--- config.mk ---
export PLATFORM = sky130hd
export DESIGN_NAME = emulib_burst_reader
export DESIGN_NICKNAME = d
export VERILOG_FILES = /design/src/rtl/emulib_pkg.sv /design/src/rtl/emulib_skid_buffer.sv /design/src/rtl/emulib_burst_reader.sv
export SDC_FILE = /design/constraint.sdc
export NUM_CORES = 1
export LEC_CHECK = 0
export CORE_MARGIN = 2
export CORE_UTILIZATION = 40
export DETAILED_ROUTE_END_ITERATION = 8
export PLACE_DENSITY = 0.71
export REMOVE_ABC_BUFFERS = 1
export SETUP_SLACK_MARGIN = 0.05
export SLEW_MARGIN = 20
export SYNTH_ARGS = -nofsm -noshare
export SYNTH_HDL_FRONTEND = slang
export SYNTH_SLANG_ARGS = --single-unit
--- constraint.sdc ---
create_clock -name clk -period 3.13 [get_ports clk]
set_input_delay 0.626 -clock clk [delete_from_list [all_inputs] [get_ports clk]]
set_output_delay 0.626 -clock clk [all_outputs]
set_load 0.005 [all_outputs]
--- src/rtl/emulib_pkg.sv ---
// Shared types and helpers for the emulib burst FIFO read side.
package emulib_pkg;

    typedef enum logic [1:0] {
        IDLE   = 2'd0,
        STREAM = 2'd1,
        DROP   = 2'd2
    } state_e;

    function automatic int len_width(input int max_len);
        return $clog2(max_len + 1);
    endfunction

endpackage

--- src/rtl/emulib_skid_buffer.sv ---
// Two-entry registered skid stage; both ready and valid come straight from flops.
module emulib_skid_buffer #(
    parameter int WIDTH = 33
) (
    input  logic             clk,
    input  logic             rst_n,
    input  logic             in_valid,
    output logic             in_ready,
    input  logic [WIDTH-1:0] in_data,
    output logic             out_valid,
    input  logic             out_ready,
    output logic [WIDTH-1:0] out_data
);

    logic [1:0]       count_q, count_d;
    logic [WIDTH-1:0] head_q, head_d;
    logic [WIDTH-1:0] tail_q, tail_d;
    logic             push, pop;

    assign in_ready  = (count_q != 2'd2);
    assign out_valid = (count_q != 2'd0);
    assign out_data  = head_q;
    assign push      = in_valid && in_ready;
    assign pop       = out_valid && out_ready;

    // Head always holds the oldest entry; tail is only used while two are held.
    always_comb begin
        count_d = count_q;
        head_d  = head_q;
        tail_d  = tail_q;
        case ({push, pop})
            2'b10: begin
                if (count_q == 2'd0) head_d = in_data;
                else                 tail_d = in_data;
                count_d = count_q + 2'd1;
            end
            2'b01: begin
                head_d  = tail_q;
                count_d = count_q - 2'd1;
            end
            2'b11: begin
                head_d = in_data;
            end
            default: ;
        endcase
    end

    always_ff @(posedge clk or negedge rst_n) begin
        if (!rst_n) begin
            count_q <= 2'd0;
            head_q  <= '0;
            tail_q  <= '0;
        end else begin
            count_q <= count_d;
            head_q  <= head_d;
            tail_q  <= tail_d;
        end
    end

endmodule

--- src/rtl/emulib_burst_reader.sv ---
// Store-and-forward burst reader: pops a burst only when it is complete in the FIFO,
// forwards it through a skid stage or discards it, and reports length/status per burst.
module emulib_burst_reader
    import emulib_pkg::*;
#(
    parameter int WIDTH   = 32,
    parameter int DEPTH   = 8,
    parameter int MAX_LEN = 256,
    parameter int CNTW    = $clog2(DEPTH),
    parameter int LENW    = len_width(MAX_LEN)
) (
    input  logic             clk,
    input  logic             rst_n,
    input  logic             s_valid,
    output logic             s_ready,
    input  logic [WIDTH-1:0] s_data,
    input  logic             s_last,
    input  logic [CNTW:0]    s_bursts,
    output logic             m_valid,
    input  logic             m_ready,
    output logic [WIDTH-1:0] m_data,
    output logic             m_last,
    input  logic             drop,
    output logic             busy,
    output logic             done,
    output logic [LENW-1:0]  done_len,
    output logic             done_dropped,
    output logic             err_long
);

    localparam logic [LENW-1:0] MAX_CNT = LENW'(MAX_LEN);

    state_e          state_q, state_d;
    logic            drop_pending_q, drop_pending_d;
    logic [LENW-1:0] cnt_q, cnt_d;
    logic            done_q, done_d;
    logic [LENW-1:0] done_len_q, done_len_d;
    logic            done_dropped_q, done_dropped_d;
    logic            err_long_q, err_long_d;

    logic            skid_in_valid, skid_in_ready, skid_out_valid;
    logic [WIDTH:0]  skid_out;
    logic            s_hs;

    assign s_ready       = ((state_q == STREAM) && skid_in_ready) || (state_q == DROP);
    assign s_hs          = s_valid && s_ready;
    assign skid_in_valid = s_valid && (state_q == STREAM);

    emulib_skid_buffer #(
        .WIDTH(WIDTH + 1)
    ) u_skid (
        .clk      (clk),
        .rst_n    (rst_n),
        .in_valid (skid_in_valid),
        .in_ready (skid_in_ready),
        .in_data  ({s_last, s_data}),
        .out_valid(skid_out_valid),
        .out_ready(m_ready),
        .out_data (skid_out)
    );

    // Leaving to IDLE after every last beat gives s_bursts a cycle to reflect the pop.
    always_comb begin
        state_d        = state_q;
        drop_pending_d = drop_pending_q || drop;
        cnt_d          = cnt_q;
        done_d         = 1'b0;
        done_len_d     = done_len_q;
        done_dropped_d = done_dropped_q;
        err_long_d     = err_long_q;
        case (state_q)
            IDLE: begin
                if (s_bursts != '0) begin
                    if (drop_pending_q) begin
                        state_d        = DROP;
                        drop_pending_d = drop;
                    end else begin
                        state_d = STREAM;
                    end
                end
            end
            STREAM, DROP: begin
                if (s_hs) begin
                    if (s_last) begin
                        state_d        = IDLE;
                        cnt_d          = '0;
                        done_d         = 1'b1;
                        done_len_d     = (cnt_q == MAX_CNT) ? MAX_CNT : cnt_q + LENW'(1);
                        done_dropped_d = (state_q == DROP);
                    end else if (cnt_q == MAX_CNT) begin
                        err_long_d = 1'b1;
                    end else begin
                        cnt_d = cnt_q + LENW'(1);
                    end
                end
            end
            default: state_d = IDLE;
        endcase
    end

    always_ff @(posedge clk or negedge rst_n) begin
        if (!rst_n) begin
            state_q        <= IDLE;
            drop_pending_q <= 1'b0;
            cnt_q          <= '0;
            done_q         <= 1'b0;
            done_len_q     <= '0;
            done_dropped_q <= 1'b0;
            err_long_q     <= 1'b0;
        end else begin
            state_q        <= state_d;
            drop_pending_q <= drop_pending_d;
            cnt_q          <= cnt_d;
            done_q         <= done_d;
            done_len_q     <= done_len_d;
            done_dropped_q <= done_dropped_d;
            err_long_q     <= err_long_d;
        end
    end

    assign m_valid      = skid_out_valid;
    assign m_last       = skid_out[WIDTH];
    assign m_data       = skid_out[WIDTH-1:0];
    assign busy         = (state_q != IDLE) || skid_out_valid;
    assign done         = done_q;
    assign done_len     = done_len_q;
    assign done_dropped = done_dropped_q;
    assign err_long     = err_long_q;

endmodule

==> out/qor.txt, run 1 <==
status = complete, no violations
DRC violations left = 0
mux share of post-synthesis cell area = 19.94%
num rows = 37
Worst setup EP type = primary output
WL per Instance = 15.23 um
Final Hold Violating Endpoints = 0
worst setup margin = 568.4 ps
total congestion overflow = 0
Synth Area in XOR/XNOR = 2.059%
Tcrit/Tclk final = 81.84%
largest area contributor in the netlist = dfrtp_1
register area share after synthesis = 54.12%
crit-path cells = inv_1 -> ha_1 -> a21oi_4 -> inv_4 -> clkdlybuf4s50_1
hold buffer count at CTS = 0
Setup TNS Final = 0 ps
Synth async-reset ratio = 100.0%
max_cap viols = 0
antenna viol nets, final = 0
worst slack, placed = 581.3 ps
RR Startpoint = state_q[1]$_DFFE_PN0P_
layout cells sized above 1 = 17.34%
min Tclk post-route = 2562 ps
Startpoint Class = flip-flop
count of cell types in the netlist = 45
Worst slew margin = 54.54%
H-tree levels = 3
Highest Clock Rate = 390.4 MHz
area of the mapped netlist = 0.004254 mm^2
ys flop type = dfrtp_1
Worst-Margin Slew = 681.9 ps
Max Slew Vio Count = 0
most frequent cells in the layout = 92 x dfrtp_1, 88 x clkdlybuf4s50_1, 40 x nor2_1
CP max stage delay = 460 ps
largest family of logic cells by synthesized area = multiplexers
worst-skew pair later-pin latency = 360 ps
die area = 0.01148 mm^2
Max clock buf depth = 2
Finished Cell Area = 0.005474 mm^2
TritonCTS clock tree = built
Placed Area = 0.005298 mm^2
worst setup path end = s_ready
DR vias/cell = 4.981
R2R setup slack = 1080 ps
Yosys top cell area share = 54.12%
post-CTS setup buffers = 0
R2R Path End = u_skid.tail_q[2]$_DFFE_PN0P_
HP Class = in -> async
I/O Buffers = 89
final wirelength = 8833 um
commonest non-fill, non-tap cell in the layout = dfrtp_1
Simple-Gate Fraction of Synth Area = 9.147%
Post-synth EDFFs = 0
slowest stage cell, crit path = clkdlybuf4s50_1
Worst Path Required = 2500 ps
Core ar. = 0.01032 mm^2
#FFs+latches synth = 92
first-pass GRT wire length = 14200 um
I/O Pins = 90
DP HPWL = 5915 um
die height = 107.1 um
VDD IR-drop max = 0.4131 mV
number of global-route vias before repair = 2835
initial antenna violation count = 0
drt first pass iters = 4
P per Cell Area = 832.8 mW/mm^2
Worst Skew = 10.33 ps
cell chosen for the clock root = clkbuf_8
post-cts resize count = 0
DRT iter0 DRCs = 99
Synth Area in Compound Gates = 9.500%
RePlAce Congestion = 0.7917
Area Overhead vs Synth = 28.68%
die width = 107.1 um
warnings from Yosys = 0
CP arrival = 1940 ps
via count = 2889
GRT Resource Usage Total = 15.80%
main area contributors after synthesis = dfrtp_1 54%, mux2_2 9.0%, mux2i_1 7.8%
Clock transition at path regs = 90 ps
Worst Path Max Fanout = 9
R2R depth = 8
CP Class = reg -> out
Initial Util = 41.21%
Inserted Clock Buffers = 9
post-synthesis adder-cell area fraction = 2.059%
nets = 488
Post-Syn Instances = 353
Setup-failing EPs final = 0
worst setup path start = state_q[1]$_DFFE_PN0P_
clk sinks = 92
Leak = 2.416 nW
n_diodes = 0
syn_area_per_cell = 12.05 um^2
RSZ-0062 raised after global routing = false
# fillers = 923
pin count of the biggest net entering global routing = 67
## cells in the mapped netlist (3+ instances only)
library cell,n
dfrtp_1,92
nor2_1,40
a21oi_1,37
mux2_2,34
mux2i_1,33
buf_2,13
inv_1,9
mux2_4,9
o31ai_1,9
ha_1,7
nand2_1,7
xnor2_1,7
nand3_1,6
clkbuf_1,5
and3_1,4
o21ai_0,4
a31oi_1,3
nand2b_1,3
xor2_1,3
## registers in the layout, summed over array words and instances, names as in the netlist
register,flops
done_len,9
u_skid.count_q,2
cnt_q,9
err_long,1
state_q,2
done,1
u_skid.tail_q,33
u_skid.out_data,33
done_dropped,1
drop_pending_q,1
## cell type report
class / count / area [um^2] / area share (%)
clock inverters: 6 / 38.79 / 0.7086
repair buffers: 94 / 963.4 / 17.60
flip-flops and latches: 92 / 2302 / 42.06
inverters: 10 / 40.04 / 0.7314
clock buffers: 10 / 137.6 / 2.514
well taps: 136 / 170.2 / 3.109
multi-input cells: 232 / 1822 / 33.28
## where the power goes
group | internal (mW) | switching [mW] | total [mW]
clock network | 0.309 | 0.424 | 0.733
registers | 1.67 | 0.281 | 1.95
logic | 1.09 | 0.792 | 1.88
## metal layers
layer	global-route usage [%]	share of wire, %	up-vias
met5	0	0	-
met4	4.453	1.2	0
met3	4.255	5.4	9
met2	24.41	45	67
met1	21.90	48	1399
li1	-	-	1414
## how the worst min path moves through the flow
| stage | startpoint | endpoint | slack [ps] | cells past startpoint |
|---|---|---|---|---|
| 5_1_grt | rst_n | u_skid.out_data[3]$_DFFE_PN0P_ | 330 | 1 |
| 3_3_place_gp | err_long$_DFFE_PN0P_ | err_long$_DFFE_PN0P_ | 480 | 1 |
| 4_1_cts | rst_n | u_skid.out_data[3]$_DFFE_PN0P_ | 310 | 1 |
| 2_1_floorplan | rst_n | cnt_q[0]$_DFFE_PN0P_ | 330 | 0 |
| 3_5_place_dp | err_long$_DFFE_PN0P_ | err_long$_DFFE_PN0P_ | 480 | 1 |
| 6_report | rst_n | u_skid.out_data[3]$_DFFE_PN0P_ | 290 | 1 |
## stage by stage
step / util (%) / hold slack, ps / power, mW / instances
final: 53.02 / 291.4 / 4.559 / 580
after global routing: 53.02 / 328.5 / 4.887 / 580
after CTS: 53.02 / 308.2 / 4.617 / 580
after detailed placement: 51.32 / 484.4 / 3.874 / 564
after global placement: 51.32 / 478.2 / 3.797 / 564
after floorplan: - / 330.4 / 2.976 / 334
## worst max-delay path: cells and delay by family (launching register included)
family,cells,cell delay [ps]
AO/OA/AOI/OAI,1,300
buffers and inverters,3,630
adder cells (fa/ha/maj),1,250
flip-flops,1,400
## kinds of logic after synthesis
group / count (synthesis)
AND/OR/NAND/NOR: 74
flip-flops: 92
buffers and inverters: 29
XOR/XNOR: 10
multiplexers: 76
AO/OA/AOI/OAI: 65
adder cells (fa/ha/maj): 7
Power figures use the tool's default switching activity.
==> inputs of run 2 (changes only) <==
--- a/config.mk
+++ b/config.mk
@@ -8,7 +8,7 @@
 export CORE_MARGIN = 2
 export CORE_UTILIZATION = 40
 export DETAILED_ROUTE_END_ITERATION = 8
-export PLACE_DENSITY = 0.71
+export PLACE_DENSITY = 0.74
 export REMOVE_ABC_BUFFERS = 1
 export SETUP_SLACK_MARGIN = 0.05
 export SLEW_MARGIN = 20
==> constraint.sdc (replaced) <==
create_clock -name clk -period 2.2 [get_ports clk]
set_input_delay 0.44 -clock clk [delete_from_list [all_inputs] [get_ports clk]]
set_output_delay 0.44 -clock clk [all_outputs]
set_load 0.005 [all_outputs]
==> run 2 against run 1 <==
Core utilization increased by 0.93 points. Register-to-register slack got worse by 720 ps. Worst setup slack got worse by 440 ps. Die area unchanged. Total power increased by 43%. Non-clock buffer count increased by 9. Sequential share of layout area decreased by 0.73 points.
==> out/qor.txt, run 2 (synthesis gave the netlist of run 1 again) <==
status = complete, no violations
worst setup margin = 129.3 ps (-439.1 ps)
Worst setup EP type = primary output
number of global-route vias before repair = 2917 (+2.9%)
Worst Path Max Fanout = 5 (-4)
I/O Pins = 90 (unchanged)
Worst Path Required = 1760 ps (-740 ps)
worst setup path start = state_q[1]$_DFFE_PN0P_
met1 wire length = 3981 um (-6.0%)
slowest stage cell, crit path = clkdlybuf4s50_1
Clock transition at path regs = 90 ps (about the same)
num rows = 37 (unchanged)
highest metal used = met4
Worst slew margin = 73.47% (+19 points)
CP max stage delay = 440 ps (-20 ps)
Final Power = 6.535 mW (+43%)
RePlAce Congestion = 0.7664 (-3.2%)
DRT iter0 DRCs = 136 (+37%)
Worst Skew = 6.433 ps (-3.901 ps)
clk sinks = 92 (unchanged)
CP arrival = 1630 ps (-310 ps)
P per Cell Area = 1173 mW/mm^2 (+41%)
total congestion overflow = 0 (unchanged)
GRT Resource Usage Total = 15.13% (-0.66 points)
die height = 107.1 um (unchanged)
Area Overhead vs Synth = 30.94%
worst slack, placed = 54.58 ps (-526.7 ps)
most frequent cells in the layout = 92 x dfrtp_1, 87 x clkdlybuf4s50_1, 40 x nor2_1
H-tree levels = 3 (unchanged)
# fillers = 877 (-5.0%)
crit-path cells = inv_1 -> ha_2 -> nand2_1 -> clkdlybuf4s50_1
nets = 497 (+1.8%)
layout cells sized above 1 = 19.03% (+1.7 points)
DP HPWL = 5871 um (-0.74%)
met2 WL = 3914 um (-2.6%)
Core ar. = 0.01032 mm^2 (unchanged)
die width = 107.1 um (unchanged)
TritonCTS clock tree = built
Tcrit/Tclk final = 94.12%
WL met3 = 467 um (-1.5%)
Initial Util = 41.21% (unchanged)
Final Hold Violating Endpoints = 0 (unchanged)
VDD IR-drop max = 0.4870 mV (+18%)
DR vias/cell = 5.058 (+1.5%)
min Tclk post-route = 2071 ps
final core utilization = 53.96% (+0.93 points)
I/O Buffers = 89 (unchanged)
antenna viol nets, final = 0 (unchanged)
worst hold start = err_long$_DFFE_PN0P_
worst-skew pair later-pin latency = 340 ps (-20 ps)
via count = 2974 (+2.9%)
die area = 0.01148 mm^2 (unchanged)
pin count of the biggest net entering global routing = 67 (unchanged)
initial antenna violation count = 0 (unchanged)
Max clock buf depth = 2 (unchanged)
DRC violations left = 0 (unchanged)
WL per Instance = 14.29 um (-6.2%)
max_cap viols = 0 (unchanged)
Leak = 2.466 nW (+2.1%)
n_diodes = 0 (unchanged)
Startpoint Class = flip-flop
HP Class = reg -> reg
final wirelength = 8403 um (-4.9%)
drt first pass iters = 5 (+1)
commonest non-fill, non-tap cell in the layout = dfrtp_1
Worst-Margin Slew = 396.9 ps (-285.0 ps)
Max Slew Vio Count = 0 (unchanged)
RSZ-0062 raised after global routing = false
Inserted Clock Buffers = 9 (unchanged)
RR Startpoint = state_q[0]$_DFFE_PN0P_
Setup-failing EPs final = 0 (unchanged)
CP Class = reg -> out
first-pass GRT wire length = 13880 um (-2.2%)
Highest Clock Rate = 482.9 MHz
cell chosen for the clock root = clkbuf_8
==> run 2: stage by stage <==
stage / std cells / hold slack, ps / cell area, um^2 / setup TNS (ps)
finish: 588 / 499.9 / 5570 / 0
global route: 588 / 521.3 / 5570 / 0
CTS: 588 / 508.1 / 5568 / 0
detailed placement: 570 / 369.6 / 5355 / 0
global placement: 570 / 367.1 / 5355 / 0
floorplan: 334 / 144.4 / 4159 / -11240
==> run 2: what timing repair did <==
| item | in CTS | in global routing |
|---|---|---|
| endpoints found under the hold margin | 24 | 0 |
| pin swaps | 1 | 0 |
| setup buffers | 2 | 0 |
| hold buffers | 1 | 0 |
| endpoints found under the setup margin | 1 | 1 |
| resized for setup | 3 | 1 |
==> run 2: worst max-delay path: cells and delay by family (launching register included) <==
family / cells / cell delay (ps)
AND/OR/NAND/NOR: 1 / 60
flip-flops: 1 / 420
buffers and inverters: 2 / 570
adder cells (fa/ha/maj): 1 / 240
==> run 2: power breakdown <==
part,switching (mW),internal [mW]
clock,0.577,0.440
combinational,1.14,1.62
sequential,0.387,2.37
total,2.11,4.43
==> run 2: path summary, 6_finish.rpt <==
kind,endpoint,slack [ps],cells past startpoint
min in group asynchronous,u_skid.out_data[17]$_DFFE_PN0P_,560,2
max in group asynchronous,u_skid.tail_q[23]$_DFFE_PN0P_,1030,3
min reg2reg,err_long$_DFFE_PN0P_,500,1
min,err_long$_DFFE_PN0P_,500,1
max,busy,130,4
max reg2reg,u_skid.tail_q[16]$_DFFE_PN0P_,360,8
==> run 2: final cells by class <==
cell class                 instances  area, um^2  share of cell area [%]
clock inverter                     5       38.79                  0.6963
tap                              136       170.2                   3.055
multi-input combinational        232        1837                   32.97
timing repair buffer             103        1045                   18.76
clock buffer                      10       137.6                   2.471
inverter                          10       40.04                  0.7188
sequential                        92        2302                   41.33
==> run 2: layer usage <==
| metal | up-vias | GRT usage, % |
|---|---|---|
| li1 | 1438 | - |
| met1 | 1435 | 21.28 |
| met2 | 94 | 23.51 |
| met3 | 7 | 3.283 |
| met4 | 0 | 4.453 |
| met5 | - | 0 |
==> inputs of run 3 (changes only) <==
--- a/config.mk
+++ b/config.mk
@@ -6,12 +6,13 @@
 export NUM_CORES = 1
 export LEC_CHECK = 0
 export CORE_MARGIN = 2
-export CORE_UTILIZATION = 40
+export CORE_UTILIZATION = 46
 export DETAILED_ROUTE_END_ITERATION = 8
-export PLACE_DENSITY = 0.74
+export PLACE_DENSITY = 0.82
 export REMOVE_ABC_BUFFERS = 1
 export SETUP_SLACK_MARGIN = 0.05
 export SLEW_MARGIN = 20
 export SYNTH_ARGS = -nofsm -noshare
 export SYNTH_HDL_FRONTEND = slang
 export SYNTH_SLANG_ARGS = --single-unit
+export TNS_END_PERCENT = 20
==> run 3 against run 2 <==
Critical path depth is the same. Clock power grew 5%. Maximum frequency grew 1.4%. Combinational power grew 2%. Sequential cell count is the same. Cell count shrank 4.1%. Sequential power is essentially flat. Via count grew 0.94%. Total power grew 1.6%. Sequential share of layout area grew 0.13 points. Non-clock buffer count is the same. Wire length grew 2.1%. Critical path type unchanged. Critical endpoint unchanged. Largest power group is now combinational logic. Highest routed layer unchanged.
==> out/qor.txt, run 3 (synthesis gave the netlist of run 1 again) <==
I/O Pins = 90 (unchanged)
critical path depth = 4 (unchanged)
die width = 100.2 um (-6.5%)
layout cells sized above 1 = 19.43% (+0.40 points)
via count = 3002 (+0.94%)
Tcrit/Tclk final = 92.79% (-1.3 points)
Worst Skew = 8.829 ps (+2.396 ps)
Net Switching = 2.201 mW (+4.4%)
n_diodes = 0 (unchanged)
Max clock buf depth = 2 (unchanged)
hold buffer count at CTS = 0 (-1)
min Tclk post-route = 2041 ps (-29.33 ps)
first-pass GRT wire length = 14340 um (+3.3%)
WHS = 9.563 ps (-490.4 ps)
internal power = 4.437 mW (+0.23%)
worst-skew pair later-pin latency = 360 ps (+20 ps)
clk sinks = 92 (unchanged)
H-tree levels = 3 (unchanged)
DRT iter0 DRCs = 81 (-40%)
CP arrival = 1600 ps (-30 ps)
cell chosen for the clock root = clkbuf_8
die height = 100.2 um (-6.5%)
die area = 0.01003 mm^2 (-13%)
Gate power share = 42.5% (+0.3 points)
CP max stage delay = 490 ps (+50 ps)
status = complete, no violations
Worst Path Required = 1760 ps (about the same)
Worst Path Max Fanout = 5 (unchanged)
final wirelength = 8576 um (+2.1%)
HP Class = in -> async
crit-path cells = inv_1 -> ha_4 -> nand2_1 -> clkdlybuf4s50_1
Worst-Margin Slew = 422.5 ps (+25.60 ps)
sequential share of power = 41.4% (-0.8 points)
commonest non-fill, non-tap cell in the layout = dfrtp_1
Setup-failing EPs final = 0 (unchanged)
Worst setup EP type = primary output
I/O Buffers = 89 (unchanged)
RePlAce Congestion = 0.8087 (+5.5%)
DP HPWL = 5911 um (+0.67%)
TritonCTS clock tree = built
# fillers = 729 (-17%)
Setup TNS Final = 0 ps (unchanged)
WL per Instance = 15.21 um (+6.4%)
number of global-route vias before repair = 3028 (+3.8%)
Final Power = 6.638 mW (+1.6%)
DRC violations left = 0 (unchanged)
Leak = 2.461 nW (-0.21%)
total congestion overflow = 0 (unchanged)
Highest Clock Rate = 489.9 MHz (+1.4%)
Max Slew Vio Count = 0 (unchanged)
Final Hold Violating Endpoints = 0 (unchanged)
Core ar. = 0.009109 mm^2 (-12%)
drt first pass iters = 4 (-1)
nets = 497 (unchanged)
num rows = 35 (-5.4%)
Finished Cell Area = 0.005553 mm^2 (-0.31%)
CP Class = reg -> out
RSZ-0062 raised after global routing = false
Inserted Clock Buffers = 9 (unchanged)
initial antenna violation count = 0 (unchanged)
VDD IR-drop max = 0.4987 mV (+2.4%)
WP buf/inv = 2 (unchanged)
GRT Resource Usage Total = 17.91% (+2.8 points)
slowest stage cell, crit path = clkdlybuf4s50_1
final core utilization = 60.96% (+7.0 points)
most frequent cells in the layout = 92 x dfrtp_1, 87 x clkdlybuf4s50_1, 40 x nor2_1
Initial Util = 46.70% (+5.5 points)
DR vias/cell = 5.323 (+5.2%)
Startpoint Class = flip-flop
Clock transition at path regs = 90 ps (about the same)
R2R depth = 8 (unchanged)
power share of the clock group = 16.1% (+0.5 points)
Area Overhead vs Synth = 30.53%
max_cap viols = 0 (unchanged)
P per Cell Area = 1195 mW/mm^2 (+1.9%)
pin count of the biggest net entering global routing = 67 (unchanged)
Placed Area = 0.005324 mm^2 (-0.58%)
CP top delay family = buffers and inverters
switching share of power = 33.15% (+0.89 points)
antenna viol nets, final = 0 (unchanged)
Worst slew margin = 71.76% (-1.7 points)
==> run 3: final timing paths <==
kind / from / end / slack, ps
min reg2reg: err_long$_DFFE_PN0P_ / err_long$_DFFE_PN0P_ / 500
min in group clk: err_long$_DFFE_PN0P_ / err_long$_DFFE_PN0P_ / 500
max: state_q[1]$_DFFE_PN0P_ / busy / 160
max in group asynchronous: rst_n / u_skid.out_data[32]$_DFFE_PN0P_ / 1610
max reg2reg: state_q[1]$_DFFE_PN0P_ / u_skid.tail_q[24]$_DFFE_PN0P_ / 360
min: rst_n / u_skid.out_data[28]$_DFFE_PN0P_ / 10
==> run 3: routing by layer <==
metal  vias up  global-route usage [%]  part of all wire, %
li1       1440                       -                    -
met5         -                       0                    0
met3        12                   3.830                  5.4
met4         0                   5.479                  1.4
met2        93                   28.76                   47
met1      1457                   24.55                   46
==> run 3: power groups by stage <==
stage	Clock, mW	Combinational, mW	Sequential (mW)
after global routing	1.18	3.09	2.83
final	1.07	2.82	2.75
after detailed placement	0	2.76	2.79
after floorplan	0	1.48	2.75
after CTS	1.09	2.81	2.75
after global placement	0	2.65	2.75
==> run 3: layout make-up <==
cell class	instances	area (um^2)	area share [%]
inverters	10	40.04	0.7210
well taps	111	138.9	2.501
multi-input cells	232	1847	33.26
repair buffers	103	1042	18.77
clock buffers	9	123.9	2.231
flip-flops and latches	92	2302	41.46
clock inverters	7	58.81	1.059
==> run 3: repair_timing <==
action                                  CTS  global route
gates resized for setup                   3             2
buffers inserted                          2             1
endpoints found under the hold margin     0             0
cloned                                    0             0
endpoints found under the setup margin    1             1
pin swaps                                 1             0
==> run 3: worst register-to-register path, cell delays in order, from the launching register on <==
cell     delay [ps]
dfrtp_1         390
inv_1           120
ha_4            200
nand3_1         110
inv_1            50
ha_1            170
nand2_1         100
buf_12          220
mux2_2          370
==> run 3: stage by stage <==
stage,setup WS [ps],instances
CTS,49.80,563
floorplan,-318.9,334
global placement,112.0,545
finish,158.7,564
detailed placement,86.15,545
global route,63.49,564
